**config.mk**
```make
export PLATFORM = sky130hd
export DESIGN_NAME = trap_commit_flat
export DESIGN_NICKNAME = d
export VERILOG_FILES = /design/src/rtl/trap_commit_pkg.sv /design/src/rtl/trap_commit_if.sv /design/src/rtl/trap_commit_mstatus_xfer.sv /design/src/rtl/trap_commit.sv /design/src/flat_wrapper.sv
export SDC_FILE = /design/constraint.sdc
export NUM_CORES = 1
export LEC_CHECK = 0
export ABC_CLOCK_PERIOD_IN_PS = 17900
export CAP_MARGIN = 20
export CORE_AREA = 10 10 307 309
export CTS_CLUSTER_DIAMETER = 50
export DETAILED_ROUTE_END_ITERATION = 10
export DIE_AREA = 0 0 317 319
export GPL_ROUTABILITY_DRIVEN = 0
export PLACE_DENSITY = 0.4
export SYNTH_ARGS = -nofsm -noshare
export SYNTH_HDL_FRONTEND = slang
export SYNTH_SLANG_ARGS = --single-unit
```
**constraint.sdc**
```tcl
create_clock -name clk -period 17.9 [get_ports clk]
set_clock_uncertainty 0.2 [all_clocks]
set_input_delay 1.79 -clock clk [delete_from_list [all_inputs] [get_ports clk]]
set_output_delay 1.79 -clock clk [all_outputs]
set_load 0.03 [all_outputs]
```
**src/rtl/trap_commit_pkg.sv**
```systemverilog
// Shared constants and types for the commit stage: CSR addresses and
// privilege encodings (common), commit bundle and trap FSM state (pipes).

package common;
    localparam logic [11:0] CSR_MSTATUS = 12'h300;
    localparam logic [11:0] CSR_MTVEC   = 12'h305;
    localparam logic [11:0] CSR_MEPC    = 12'h341;
    localparam logic [11:0] CSR_MCAUSE  = 12'h342;
    localparam logic [11:0] CSR_MTVAL   = 12'h343;

    localparam logic [1:0]  PRIV_U      = 2'd0;
    localparam logic [1:0]  PRIV_M      = 2'd3;

    // mstatus field positions
    localparam int unsigned MSTATUS_MIE    = 3;
    localparam int unsigned MSTATUS_MPIE   = 7;
    localparam int unsigned MSTATUS_MPP_LO = 11;
    localparam int unsigned MSTATUS_MPP_HI = 12;
endpackage

package pipes;
    localparam int unsigned DATA_W = 64;

    // One memory-stage instruction as presented to commit
    typedef struct packed {
        logic              valid;
        logic [DATA_W-1:0] pc;
        logic              regwrite;
        logic [4:0]        dst;
        logic [DATA_W-1:0] result;
        logic              csrwrite;
        logic [11:0]       csraddr;
        logic [DATA_W-1:0] csrdata;
        logic              excep;
        logic [DATA_W-1:0] cause;
        logic [DATA_W-1:0] tval;
        logic              mret;
    } commit_data_t;

    typedef enum logic [1:0] {
        IDLE,
        T_CAUSE,
        T_TVAL,
        T_STATUS
    } trap_state_t;
endpackage

```
**src/rtl/trap_commit_if.sv**
```systemverilog
// Commit bus: memory-stage instruction in, GPR/CSR write side and fetch
// redirect out. master = upstream/environment, slave = trap_commit.

interface trap_commit_if #(
    parameter int unsigned XLEN = 64
);
    logic            in_valid;
    logic            in_ready;
    logic [XLEN-1:0] in_pc;
    logic            in_regwrite;
    logic [4:0]      in_dst;
    logic [XLEN-1:0] in_result;
    logic            in_csrwrite;
    logic [11:0]     in_csraddr;
    logic [XLEN-1:0] in_csrdata;
    logic            in_excep;
    logic [XLEN-1:0] in_cause;
    logic [XLEN-1:0] in_tval;
    logic            in_mret;
    logic [XLEN-1:0] mstatus_q;
    logic [XLEN-1:0] mtvec_q;
    logic [XLEN-1:0] mepc_q;
    logic            wen;
    logic [4:0]      wa;
    logic [XLEN-1:0] wd;
    logic            csr_wen;
    logic [11:0]     csr_wa;
    logic [XLEN-1:0] csr_wd;
    logic            redirect_valid;
    logic [XLEN-1:0] redirect_pc;
    logic [1:0]      priv;
    logic [63:0]     instret;

    modport master (
        output in_valid, in_pc, in_regwrite, in_dst, in_result,
               in_csrwrite, in_csraddr, in_csrdata, in_excep, in_cause,
               in_tval, in_mret, mstatus_q, mtvec_q, mepc_q,
        input  in_ready, wen, wa, wd, csr_wen, csr_wa, csr_wd,
               redirect_valid, redirect_pc, priv, instret
    );

    modport slave (
        input  in_valid, in_pc, in_regwrite, in_dst, in_result,
               in_csrwrite, in_csraddr, in_csrdata, in_excep, in_cause,
               in_tval, in_mret, mstatus_q, mtvec_q, mepc_q,
        output in_ready, wen, wa, wd, csr_wen, csr_wa, csr_wd,
               redirect_valid, redirect_pc, priv, instret
    );
endinterface

```
**src/rtl/trap_commit_mstatus_xfer.sv**
```systemverilog
// mstatus transforms for trap entry and mret, plus the privilege mret returns to.

module mstatus_xfer
    import common::*;
#(
    parameter int unsigned XLEN = 64
) (
    input  logic [XLEN-1:0] trap_src,
    input  logic [1:0]      trap_priv,
    input  logic [XLEN-1:0] mret_src,
    output logic [XLEN-1:0] trap_val,
    output logic [XLEN-1:0] mret_val,
    output logic [1:0]      mret_priv
);

    // Trap: stash MIE in MPIE, mask interrupts, record the trapping privilege.
    // mret: restore MIE from MPIE, re-arm MPIE, drop MPP back to U.
    always_comb begin
        trap_val                                = trap_src;
        trap_val[MSTATUS_MPIE]                  = trap_src[MSTATUS_MIE];
        trap_val[MSTATUS_MIE]                   = 1'b0;
        trap_val[MSTATUS_MPP_HI:MSTATUS_MPP_LO] = trap_priv;

        mret_val                                = mret_src;
        mret_val[MSTATUS_MIE]                   = mret_src[MSTATUS_MPIE];
        mret_val[MSTATUS_MPIE]                  = 1'b1;
        mret_val[MSTATUS_MPP_HI:MSTATUS_MPP_LO] = PRIV_U;
    end

    assign mret_priv = mret_src[MSTATUS_MPP_HI:MSTATUS_MPP_LO];

endmodule

```
**src/rtl/trap_commit.sv**
```systemverilog
// Writeback/commit stage: retires GPR/CSR writes, counts retired
// instructions, sequences trap entry over the single CSR write port,
// executes mret and owns the current privilege mode.

module trap_commit
    import common::*;
    import pipes::*;
#(
    parameter int unsigned XLEN         = 64,
    parameter bit          MTVEC_VEC_EN = 1'b1
) (
    input  logic          clk,
    input  logic          reset,
    trap_commit_if.slave  bus
);

    trap_state_t     state_q, state_d;
    commit_data_t    cur;
    logic [XLEN-1:0] cause_q;
    logic [XLEN-1:0] tval_q;
    logic [XLEN-1:0] mstatus_snap_q;
    logic [1:0]      priv_snap_q;
    logic [1:0]      priv_q;
    logic [63:0]     instret_q;

    logic [XLEN-1:0] trap_mstatus;
    logic [XLEN-1:0] mret_mstatus;
    logic [1:0]      mret_priv;
    logic [XLEN-1:0] trap_base;
    logic            trap_vectored;
    logic [XLEN-1:0] trap_target;
    logic            accept;

    // Bundle the incoming instruction fields
    always_comb begin
        cur.valid    = bus.in_valid;
        cur.pc       = DATA_W'(bus.in_pc);
        cur.regwrite = bus.in_regwrite;
        cur.dst      = bus.in_dst;
        cur.result   = DATA_W'(bus.in_result);
        cur.csrwrite = bus.in_csrwrite;
        cur.csraddr  = bus.in_csraddr;
        cur.csrdata  = DATA_W'(bus.in_csrdata);
        cur.excep    = bus.in_excep;
        cur.cause    = DATA_W'(bus.in_cause);
        cur.tval     = DATA_W'(bus.in_tval);
        cur.mret     = bus.in_mret;
    end

    assign accept = cur.valid && (state_q == IDLE);

    mstatus_xfer #(
        .XLEN (XLEN)
    ) u_mstatus_xfer (
        .trap_src  (mstatus_snap_q),
        .trap_priv (priv_snap_q),
        .mret_src  (bus.mstatus_q),
        .trap_val  (trap_mstatus),
        .mret_val  (mret_mstatus),
        .mret_priv (mret_priv)
    );

    // Trap vector: direct base, or base + 4*cause for vectored interrupts
    always_comb begin
        trap_base     = {bus.mtvec_q[XLEN-1:2], 2'b00};
        trap_vectored = MTVEC_VEC_EN && (bus.mtvec_q[1:0] == 2'b01) && cause_q[XLEN-1];
        trap_target   = trap_vectored ? trap_base + XLEN'({cause_q[5:0], 2'b00}) : trap_base;
    end

    // Next state and commit outputs; everything held at zero while reset is asserted
    always_comb begin
        state_d            = state_q;
        bus.in_ready       = 1'b0;
        bus.wen            = 1'b0;
        bus.wa             = '0;
        bus.wd             = '0;
        bus.csr_wen        = 1'b0;
        bus.csr_wa         = '0;
        bus.csr_wd         = '0;
        bus.redirect_valid = 1'b0;
        bus.redirect_pc    = '0;
        if (!reset) begin
            unique case (state_q)
                IDLE: begin
                    bus.in_ready = 1'b1;
                    if (cur.valid) begin
                        if (cur.excep) begin
                            bus.csr_wen = 1'b1;
                            bus.csr_wa  = CSR_MEPC;
                            bus.csr_wd  = XLEN'(cur.pc);
                            state_d     = T_CAUSE;
                        end else if (cur.mret) begin
                            bus.csr_wen        = 1'b1;
                            bus.csr_wa         = CSR_MSTATUS;
                            bus.csr_wd         = mret_mstatus;
                            bus.redirect_valid = 1'b1;
                            bus.redirect_pc    = bus.mepc_q;
                        end else begin
                            bus.wen     = cur.regwrite && (cur.dst != 5'd0);
                            bus.wa      = cur.dst;
                            bus.wd      = XLEN'(cur.result);
                            bus.csr_wen = cur.csrwrite;
                            bus.csr_wa  = cur.csraddr;
                            bus.csr_wd  = XLEN'(cur.csrdata);
                        end
                    end
                end
                T_CAUSE: begin
                    bus.csr_wen = 1'b1;
                    bus.csr_wa  = CSR_MCAUSE;
                    bus.csr_wd  = cause_q;
                    state_d     = T_TVAL;
                end
                T_TVAL: begin
                    bus.csr_wen = 1'b1;
                    bus.csr_wa  = CSR_MTVAL;
                    bus.csr_wd  = tval_q;
                    state_d     = T_STATUS;
                end
                T_STATUS: begin
                    bus.csr_wen        = 1'b1;
                    bus.csr_wa         = CSR_MSTATUS;
                    bus.csr_wd         = trap_mstatus;
                    bus.redirect_valid = 1'b1;
                    bus.redirect_pc    = trap_target;
                    state_d            = IDLE;
                end
            endcase
        end
    end

    // State, trap context latch, privilege and retire counter
    always_ff @(posedge clk or posedge reset) begin
        if (reset) begin
            state_q        <= IDLE;
            cause_q        <= '0;
            tval_q         <= '0;
            mstatus_snap_q <= '0;
            priv_snap_q    <= PRIV_M;
            priv_q         <= PRIV_M;
            instret_q      <= '0;
        end else begin
            state_q <= state_d;
            if (accept) begin
                if (cur.excep) begin
                    cause_q        <= XLEN'(cur.cause);
                    tval_q         <= XLEN'(cur.tval);
                    mstatus_snap_q <= bus.mstatus_q;
                    priv_snap_q    <= priv_q;
                end else if (cur.mret) begin
                    priv_q    <= mret_priv;
                    instret_q <= instret_q + 64'd1;
                end else begin
                    instret_q <= instret_q + 64'd1;
                end
            end
            if (state_q == T_STATUS) begin
                priv_q <= PRIV_M;
            end
        end
    end

    assign bus.priv    = priv_q;
    assign bus.instret = instret_q;

endmodule

```
**src/flat_wrapper.sv**
```systemverilog
// flat-port wrapper written by rule: the top's interface ports become plain ports
module trap_commit_flat import common::*; import pipes::*;
#(
    parameter int unsigned XLEN         = 64,
    parameter bit          MTVEC_VEC_EN = 1'b1
)
  (clk, reset, bus_in_valid, bus_in_pc, bus_in_regwrite, bus_in_dst, bus_in_result, bus_in_csrwrite, bus_in_csraddr, bus_in_csrdata, bus_in_excep, bus_in_cause, bus_in_tval, bus_in_mret, bus_mstatus_q, bus_mtvec_q, bus_mepc_q, bus_in_ready, bus_wen, bus_wa, bus_wd, bus_csr_wen, bus_csr_wa, bus_csr_wd, bus_redirect_valid, bus_redirect_pc, bus_priv, bus_instret);
  trap_commit_if #(.XLEN(XLEN)) bus_i ();
  input  logic clk;
  input  logic reset;
  input wire logic [$bits(bus_i.in_valid)-1:0] bus_in_valid;
  input wire logic [$bits(bus_i.in_pc)-1:0] bus_in_pc;
  input wire logic [$bits(bus_i.in_regwrite)-1:0] bus_in_regwrite;
  input wire logic [$bits(bus_i.in_dst)-1:0] bus_in_dst;
  input wire logic [$bits(bus_i.in_result)-1:0] bus_in_result;
  input wire logic [$bits(bus_i.in_csrwrite)-1:0] bus_in_csrwrite;
  input wire logic [$bits(bus_i.in_csraddr)-1:0] bus_in_csraddr;
  input wire logic [$bits(bus_i.in_csrdata)-1:0] bus_in_csrdata;
  input wire logic [$bits(bus_i.in_excep)-1:0] bus_in_excep;
  input wire logic [$bits(bus_i.in_cause)-1:0] bus_in_cause;
  input wire logic [$bits(bus_i.in_tval)-1:0] bus_in_tval;
  input wire logic [$bits(bus_i.in_mret)-1:0] bus_in_mret;
  input wire logic [$bits(bus_i.mstatus_q)-1:0] bus_mstatus_q;
  input wire logic [$bits(bus_i.mtvec_q)-1:0] bus_mtvec_q;
  input wire logic [$bits(bus_i.mepc_q)-1:0] bus_mepc_q;
  output wire logic [$bits(bus_i.in_ready)-1:0] bus_in_ready;
  output wire logic [$bits(bus_i.wen)-1:0] bus_wen;
  output wire logic [$bits(bus_i.wa)-1:0] bus_wa;
  output wire logic [$bits(bus_i.wd)-1:0] bus_wd;
  output wire logic [$bits(bus_i.csr_wen)-1:0] bus_csr_wen;
  output wire logic [$bits(bus_i.csr_wa)-1:0] bus_csr_wa;
  output wire logic [$bits(bus_i.csr_wd)-1:0] bus_csr_wd;
  output wire logic [$bits(bus_i.redirect_valid)-1:0] bus_redirect_valid;
  output wire logic [$bits(bus_i.redirect_pc)-1:0] bus_redirect_pc;
  output wire logic [$bits(bus_i.priv)-1:0] bus_priv;
  output wire logic [$bits(bus_i.instret)-1:0] bus_instret;
  assign bus_i.in_valid = bus_in_valid;
  assign bus_i.in_pc = bus_in_pc;
  assign bus_i.in_regwrite = bus_in_regwrite;
  assign bus_i.in_dst = bus_in_dst;
  assign bus_i.in_result = bus_in_result;
  assign bus_i.in_csrwrite = bus_in_csrwrite;
  assign bus_i.in_csraddr = bus_in_csraddr;
  assign bus_i.in_csrdata = bus_in_csrdata;
  assign bus_i.in_excep = bus_in_excep;
  assign bus_i.in_cause = bus_in_cause;
  assign bus_i.in_tval = bus_in_tval;
  assign bus_i.in_mret = bus_in_mret;
  assign bus_i.mstatus_q = bus_mstatus_q;
  assign bus_i.mtvec_q = bus_mtvec_q;
  assign bus_i.mepc_q = bus_mepc_q;
  assign bus_in_ready = bus_i.in_ready;
  assign bus_wen = bus_i.wen;
  assign bus_wa = bus_i.wa;
  assign bus_wd = bus_i.wd;
  assign bus_csr_wen = bus_i.csr_wen;
  assign bus_csr_wa = bus_i.csr_wa;
  assign bus_csr_wd = bus_i.csr_wd;
  assign bus_redirect_valid = bus_i.redirect_valid;
  assign bus_redirect_pc = bus_i.redirect_pc;
  assign bus_priv = bus_i.priv;
  assign bus_instret = bus_i.instret;
  trap_commit #(.XLEN(XLEN), .MTVEC_VEC_EN(MTVEC_VEC_EN)) u_core (.clk(clk), .reset(reset), .bus(bus_i));
endmodule
```
After elaboration in Yosys (flattened, before gate mapping)

Cells that the tools add are included.

Add/sub/neg operators: 2
Equal/unequal tests: 7
Mux-type cells: 50
Bitwise gates (word level): 2
Reduce and logical (&&, ||, !) cells: 12

Operators by type and width:

| kind                                                                   | number |
|---|---|
| 64-bit 2-to-1 mux                                                      | 14 |
| 64-bit case mux with 4 select lines                                    | 1 |
| 64-bit case mux with 2 select lines                                    | 1 |
| 64-bit by 1-bit adder with 64-bit output (second input constant)       | 1 |
| 64-bit by 8-bit adder with 64-bit output                               | 1 |
| 12-bit 2-to-1 mux                                                      | 4 |
| 12-bit case mux with 4 select lines                                    | 1 |
| 5-bit 2-to-1 mux                                                       | 5 |
| 1-bit 2-to-1 mux                                                       | 15 |
| 2-bit 2-to-1 mux                                                       | 6 |
| 2-bit case mux with 4 select lines                                     | 1 |
| 3-bit AND reduction                                                    | 2 |
| 5-bit nonzero test                                                     | 1 |
| 2-bit by 1-bit equality test with 1-bit output (second input constant) | 2 |
| 2-bit equality test (second input constant)                            | 2 |
| 2-bit != test (second input constant)                                  | 2 |
| 1-bit case mux with 2 select lines                                     | 2 |
| 2-bit AND reduction                                                    | 2 |
| 2-bit nonzero test                                                     | 2 |
| 1-bit logical AND                                                      | 3 |
| 3-bit OR reduction                                                     | 1 |
| 2-bit zero test                                                        | 1 |
| 2-bit by 1-bit != test with 1-bit output (second input constant)       | 1 |
| 1-bit inverter                                                         | 2 |

Flip-flop bits (word level): 262
Input bits: 536
Output and inout port bits: 279
Logic and storage cells: 80

Logic depth before layout (Yosys ltp)

Gate-level depths: netlist of the first run.

Word-level depth: 7
Depth in mapped cells: 11
Depth with buffers taken out: 8

By module

Synthesis of the first run repeated with hierarchy kept, for this count alone.

Cells, all modules: 2,108
Area, all modules: 16,937.5 µm²

Modules (own cells, without submodules):

| module       | instances | cells each | area each (µm²) |
|---|---|---|---|
| trap_commit  | 1         | 1,976      | 15,954.1 |
| mstatus_xfer | 1         | 132        | 983.4 |

Worst setup path before layout of the first run

Ideal clock, no wire load.

Path type: input to output
Start point: in bus_mtvec_q[2]
End point: out bus_redirect_pc[28]
Data arrival time: 4.037 ns
Required time: 15.910 ns
Slack: 11.873 ns
Stages on the path: 9
Buffers on the path: 1
Cells stage by stage: ha_1 > fa_1 > a21oi_1 > o21ai_0 > and4_1 > buf_2 > nand4_1 > xor2_1 > o21ai_0

Word-level cells in the longest chain between the ends: 4

Ends and longest elaborated chain:

| what                                     | RTL line           | RTL |
|---|---|---|
| from (decl)                              | flat_wrapper.sv:24 | `input wire logic [$bits(bus_i.mtvec_q)-1:0] bus_mtvec_q;` |
| 64-bit by 8-bit adder with 64-bit output | trap_commit.sv:67  | `trap_target = trap_vectored ? trap_base + XLEN'({cause_q[5:0], 2'b00}) : trap_base;` |
| 64-bit 2-to-1 mux                        | trap_commit.sv:67  |  |
| 64-bit case mux with 2 select lines      | trap_commit.sv:83  | `unique case (state_q)` |
| 64-bit 2-to-1 mux                        | trap_commit.sv:82  | `if (!reset) begin` |
| to (decl)                                | flat_wrapper.sv:34 | `output wire logic [$bits(bus_i.redirect_pc)-1:0] bus_redirect_pc;` |

No other way between the ends.

Worst setup path in the final report of the first run

Start point: in bus_in_valid
End point: out bus_redirect_pc[9]

Word-level cells in the longest chain between the ends: 3

Ends and longest elaborated chain:

| what                                | RTL line           | RTL |
|---|---|---|
| from (decl)                         | flat_wrapper.sv:11 | `input wire logic [$bits(bus_i.in_valid)-1:0] bus_in_valid;` |
| 64-bit 2-to-1 mux                   | trap_commit.sv:86  | `if (cur.valid) begin` |
| 64-bit case mux with 2 select lines | trap_commit.sv:83  |  |
| 64-bit 2-to-1 mux                   | trap_commit.sv:82  |  |

No other way between the ends.

==> results of run 1 <==
-- state kept, by name, summed over array words and instances, names as in the netlist --
register,count
u_core.tval_q,64
u_core.cause_q,64
u_core.priv_snap_q,2
u_core.bus.priv,2
u_core.bus.instret,64
u_core.mstatus_snap_q,61
u_core.state_q,2
-- critical path, cell delays in order --
cell             delay (ps)
clkdlybuf4s50_1         780
and2_4                  230
and3_1                  490
and2_2                  650
buf_12                  270
nand2_1                  90
o21ai_0                 290
clkdlybuf4s50_1         870
-- cell type report --
cell class	instances	area, um^2	area share [%]
clock inverters	28	373	1.39
multi-input cells	1265	8850	33.0
inverters	12	52.6	0.196
diodes	25	62.6	0.233
clock buffers	56	1220	4.54
flip-flops and latches	259	6490	24.2
well taps	1165	1460	5.43
repair buffers	834	8320	31.0
-- metal layers --
metal | part of all wire, % | wire [um] | global-route usage [%]
met1 | 36 | 36600 | 20.0
met2 | 53 | 54400 | 35.8
met3 | 8.0 | 8210 | 5.58
met4 | 2.8 | 2860 | 6.69
met5 | 0.15 | 149 | 0
-- synthesized netlist by cell type (all sizes together), types with 4 or more instances --
cell type	instances	area share (%)
dfrtp	255	40
nor2b	5	0.20
mux2i	61	3.9
buf	24	0.81
nand2	168	4.0
nand3	52	1.7
nor4	13	0.82
nand4	35	1.6
a22oi	7	0.33
nor2	153	3.7
and4	15	0.85
a21oi	75	2.4
and3	24	0.97
and2	85	3.4
inv	12	0.28
ha	12	0.95
clkbuf	98	2.3
xor2	40	2.2
o21ai	131	4.1
or2	4	0.16
mux2	194	14
a222oi	63	4.0
nor3	23	0.76
dfstp	4	0.66
xnor2	82	4.5
-- worst max-delay path by stage --
stage | from | end
finish | bus_in_valid | bus_redirect_pc[9]
global route | bus_in_valid | bus_redirect_pc[9]
CTS | bus_in_valid | bus_redirect_pc[9]
detailed placement | bus_in_valid | bus_redirect_pc[9]
global placement | bus_in_valid | bus_redirect_pc[7]
floorplan | reset | u_core.bus.instret[0]$_DFFE_PP0P_
-- cell families (layout without fill, tap and decap cells) --
family	after synthesis	after routing
simple gates	584	584
compound gates	291	291
flops	259	259
mux	255	255
buf+inv	134	930
xor+xnor	122	122
fa+ha+maj	13	13
other cells	0	25
-- per-stage QoR --
| step | utilization [%] | setup WS [ps] | hold slack, ps | cells |
|---|---|---|---|---|
| CTS | 30.4 | 10240 | 287 | 3617 |
| floorplan | - | 8220 | 278 | 1658 |
| global placement | 28.6 | 10010 | 266 | 3532 |
| global route | 30.5 | 10190 | 311 | 3637 |
| detailed placement | 28.6 | 10260 | 277 | 3533 |
| finish | 30.5 | 10420 | 282 | 3644 |
-- power breakdown --
group	internal (mW)	switching [mW]	leakage [nW]
clock	0.578	0.331	0.759
sequential	0.816	0.136	3.21
combinational	0.643	0.794	6.44
total	2.04	1.26	10.4
==> out/qor.txt, run 1 <==
WHS Path Cells = 1
R2R depth = 8
Slew Viols, Final = 0
Starting Density = 18.0%
Cell count after synthesis = 1658
Post-Synth Simple-Gate Area = 18.4%
Clock root cell = clkbuf_16
GRT Total Usage = 19.2%
Post-synthesis async set-or-reset flop share = 100%
Post-Syn Area = 0.0158 mm^2
Largest family of logic cells by synthesized area = simple AND/OR/NAND/NOR gates
Worst Setup Path Type = primary input to output pin
Initial DRC count = 1114
Final Hold Fails = 0
# rows = 109
Design Area, Final = 0.0268 mm^2
CTS Buffer Depth = 3
Area after DPL = 0.0251 mm^2
R2R Path Start = u_core.state_q[0]$_DFFE_PP0P_
Worst-skew pair later-pin latency = 570 ps
Max frequency = 134 MHz
Complex-gate fraction of the synthesized area = 11.6%
Synthesized Nets = 2207
PD cells = 123 mW/mm^2
Worst Hold Endpoint = u_core.bus.instret[63]$_DFFE_PP0P_
Mux cell area share after synthesis = 17.7%
HP Class = flop to flop
First-pass iteration count of the detailed router = 8
Die ar. = 0.101 mm^2
Nets = 2967
Data required time of the critical path = 15910 ps
Die Ht = 319 um
Initial antenna violation count = 40
H-tree depth = 2
Max_cap viols = 0
Leakage power = 10.4 nW
RSZ-0062 raised after global routing = no
Register area share after synthesis = 41.0%
Largest net degree at the start of global routing = 118
Core box area = 0.0880 mm^2
Status = finished, final reports clean
Cts hold-fix bufs = 0
Synth Register Bits = 259
Vias per cell = 4.53
Clock sink total = 259
Setup violators final = 0
TritonCTS buffer count = 46
DRC Markers = 0
Power, Total = 3.30 mW
Postcts setup bufs = 0
Routed wire length = 102000 um
Number of global-route vias before repair = 17200
Worst min-delay path startpoint = u_core.bus.instret[63]$_DFFE_PP0P_
Fill cells = 9242
Crit. End Element = output pin
VDD IR max = 0.0000666 V
First-pass GRT wire length = 140000 um
Antenna Nets Post-Route = 0
Worst-path clk slew = 50 ps
XOR/XNOR Fraction of Synth Area = 6.76%
Crit path max fanout = 31
Synth Warn # = 0
Final Cycle Share = 41.8%
Post-DP HPWL = 81500 um
Top FF cell, synth = dfrtp_1
Port bufs = 814
Post_cts resized = 0
Fin Setup TNS = 0 ps
Register-to-register setup slack = 12820 ps
Synth Area in Adders = 1.08%
Syn Area/Cell = 9.54 um^2
Worst r2r dst = u_core.cause_q[51]$_DFFE_PP0P_
Ports = 815
Least-Margin Pin Slew = 1110 ps
Die Wd = 317 um
Crit path time final = 7480 ps
Most common cell after layout, fill and taps aside = clkdlybuf4s50_1
DR vias = 16500
Post-synth EDFFs = 0
Relative slew slack = 25.9%
Signal arrival time at the worst endpoint = 5490 ps
Area grow syn2layout = 69.7%
Commonest non-fill, non-tap cells in the layout = clkdlybuf4s50_1, dfrtp_1, mux2_2, nand2_1, nor2_1
Overflow after GRT = 0
TritonCTS clock tree = done
Share of layout cells above drive strength 1 = 13.4%
Average wire per standard cell = 28.0 um
Setup crit start kind = primary input
Synth unique cells = 57
(Power assumes the default switching activity.)
==> inputs of run 2 (changes only) <==
--- a/config.mk
+++ b/config.mk
@@ -5,14 +5,14 @@
 export SDC_FILE = /design/constraint.sdc
 export NUM_CORES = 1
 export LEC_CHECK = 0
-export ABC_CLOCK_PERIOD_IN_PS = 17900
+export ABC_CLOCK_PERIOD_IN_PS = 7000
 export CAP_MARGIN = 20
-export CORE_AREA = 10 10 307 309
+export CORE_AREA = 10 10 309 311
 export CTS_CLUSTER_DIAMETER = 50
 export DETAILED_ROUTE_END_ITERATION = 10
-export DIE_AREA = 0 0 317 319
+export DIE_AREA = 0 0 319 321
 export GPL_ROUTABILITY_DRIVEN = 0
-export PLACE_DENSITY = 0.4
+export PLACE_DENSITY = 0.39
 export SYNTH_ARGS = -nofsm -noshare
 export SYNTH_HDL_FRONTEND = slang
 export SYNTH_SLANG_ARGS = --single-unit
==> constraint.sdc (replaced) <==
create_clock -name clk -period 7 [get_ports clk]
set_clock_uncertainty 0.2 [all_clocks]
set_input_delay 0.7 -clock clk [delete_from_list [all_inputs] [get_ports clk]]
set_output_delay 0.7 -clock clk [all_outputs]
set_load 0.03 [all_outputs]
==> run 2 against run 1 <==
Die area increased by 1.3%; sequential cell count unchanged; clock power increased by 150%; critical path type unchanged.
==> out/qor.txt, run 2 (same netlist as run 1, synthesis figures left out) <==
Crit path time final = 5410 ps
Area after DPL = 0.0252 mm^2
# rows = 110
Status = finished, final reports clean
Worst Setup Path Type = primary input to output pin
Max_cap viols = 0
Least-Margin Pin Slew = 1040 ps
Fin Setup TNS = 0 ps
Post-DP HPWL = 81600 um
Overflow after GRT = 0
Most common cell after layout, fill and taps aside = clkdlybuf4s50_1
Final Cycle Share = 77.3%
Antenna Nets Post-Route = 0
Ports = 815
Largest net degree at the start of global routing = 131
Design Area, Final = 0.0268 mm^2
Die Ht = 321 um
Die Wd = 319 um
Setup violators final = 0
Sequential share of power = 29.3%
Vias per cell = 4.48
Relative slew slack = 30.8%
Share of layout cells above drive strength 1 = 13.6%
First-pass iteration count of the detailed router = 5
Comb power frac = 43.7%
Worst-path clk slew = 50 ps
Final Hold Fails = 0
VDD IR max = 0.000160 V
Area grow syn2layout = 69.5%
Multi-input logic area = 0.00885 mm^2
Commonest non-fill, non-tap cells in the layout = clkdlybuf4s50_1, dfrtp_1, mux2_2, nand2_1, nor2_1
Nets = 2967
Slowest stage delay, CP = 850 ps
DRC Markers = 0
Number of global-route vias before repair = 17200
Average wire per standard cell = 27.7 um
DR vias = 16400
Crit-path cells = clkdlybuf4s50_1 > ha_1 > o211ai_1 > o21ai_0 > nand4_2 > nor4_1 > xnor2_1 > o21ai_0 > clkdlybuf4s50_1
Crit path max fanout = 14
Signal arrival time at the worst endpoint = 4510 ps
Data required time of the critical path = 6100 ps
TritonCTS buffer count = 45
Initial DRC count = 1025
Worst path slowest cell = clkdlybuf4s50_1
Clock root cell = clkbuf_16
Cts hold-fix bufs = 0
Die ar. = 0.102 mm^2
HP Class = flop to flop
Sequential cell area = 0.00649 mm^2
P_int = 5.16 mW
Setup crit start kind = primary input
Port bufs = 814
Worst-skew pair later-pin latency = 560 ps
Slew Viols, Final = 0
Postcts setup bufs = 0
Core box area = 0.0893 mm^2
First-pass GRT wire length = 140000 um
Crit. End Element = output pin
H-tree depth = 2
TritonCTS clock tree = done
PD cells = 312 mW/mm^2
Post_cts resized = 0
CTS Buffer Depth = 3
Clock share of power = 27.0%
Routed wire length = 102000 um
Starting Density = 17.7%
Clock sink total = 259
Psw = 3.20 mW
Fill cells = 9359
GRT Total Usage = 18.9%
Leakage power = 10.4 nW
Initial antenna violation count = 47
Max frequency = 185 MHz
RSZ-0062 raised after global routing = no
Switching portion of total power = 38.3%
Power, Total = 8.36 mW
[run 2: cell count changes in the layout (fill, tap and decap cells not counted), moves of 2 or more]
cell       previous run  this run
buf_4                20        22
bufinv_16             6         3
clkbuf_1              7         3
clkbuf_8              3         9
clkinv_2              3         7
diode_2              25        30
inv_6                 6         4
[run 2: metal layers]
metal | global-route usage (%) | up-vias | wire (um)
li1 | - | 7500 | -
met1 | 19.6 | 8113 | 36900
met2 | 35.6 | 632 | 53700
met3 | 5.75 | 136 | 7680
met4 | 6.38 | 20 | 3100
met5 | 0 | - | 113
[run 2: power by group through the flow]
stage / logic [mW] / registers (mW) / clock network, mW
final: 3.65 / 2.45 / 2.25
after global routing: 3.92 / 2.51 / 2.40
after CTS: 3.73 / 2.45 / 2.34
after detailed placement: 3.71 / 2.47 / 0
after global placement: 3.69 / 2.44 / 0
after floorplan: 2.14 / 2.34 / 0
[run 2: path summary, 6_finish.rpt]
path                                                    startpoint                               endpoint  slack [ps]  depth (start not counted)
worst max-delay path                                bus_mtvec_q[6]                    bus_redirect_pc[55]        1590                          9
worst min-delay path            u_core.bus.instret[63]$_DFFE_PP0P_     u_core.bus.instret[63]$_DFFE_PP0P_         280                          1
worst max register to register       u_core.state_q[0]$_DFFE_PP0P_           u_core.tval_q[7]$_DFFE_PP0P_        2800                          7
worst min register to register  u_core.bus.instret[63]$_DFFE_PP0P_     u_core.bus.instret[63]$_DFFE_PP0P_         280                          1
max in group asynchronous                                    reset          u_core.tval_q[43]$_DFFE_PP0P_        4900                          5
min in group asynchronous                                    reset  u_core.mstatus_snap_q[51]$_DFFE_PP0P_         900                          4
[run 2: critical path: cells and delay by family]
kind                       cells  cell delay [ps]
buffers and inverters          2             1290
and+or+nand+nor                2             1050
xor gates and xnor gates       1              200
adders and majority gates      1              390
AOI/OAI and AO/OA              3              850
[run 2: final cells by class]
type	count	area share [%]
Antenna cell	30	0.280
Inverter	12	0.182
Clock buffer	59	4.89
Timing Repair Buffer	835	31.0
Multi-Input combinational cell	1265	33.0
Clock inverter	24	0.896
Tap cell	1176	5.49
Sequential cell	259	24.2
[run 2: metrics by stage]
stage / cells / hold slack [ps] / setup WS, ps / util (%)
floorplan: 1658 / 278 / 2060 / -
global placement: 3546 / 263 / 1690 / 28.2
detailed placement: 3546 / 273 / 1610 / 28.2
CTS: 3629 / 284 / 1620 / 29.9
global route: 3649 / 308 / 1390 / 30.0
finish: 3660 / 277 / 1590 / 30.0
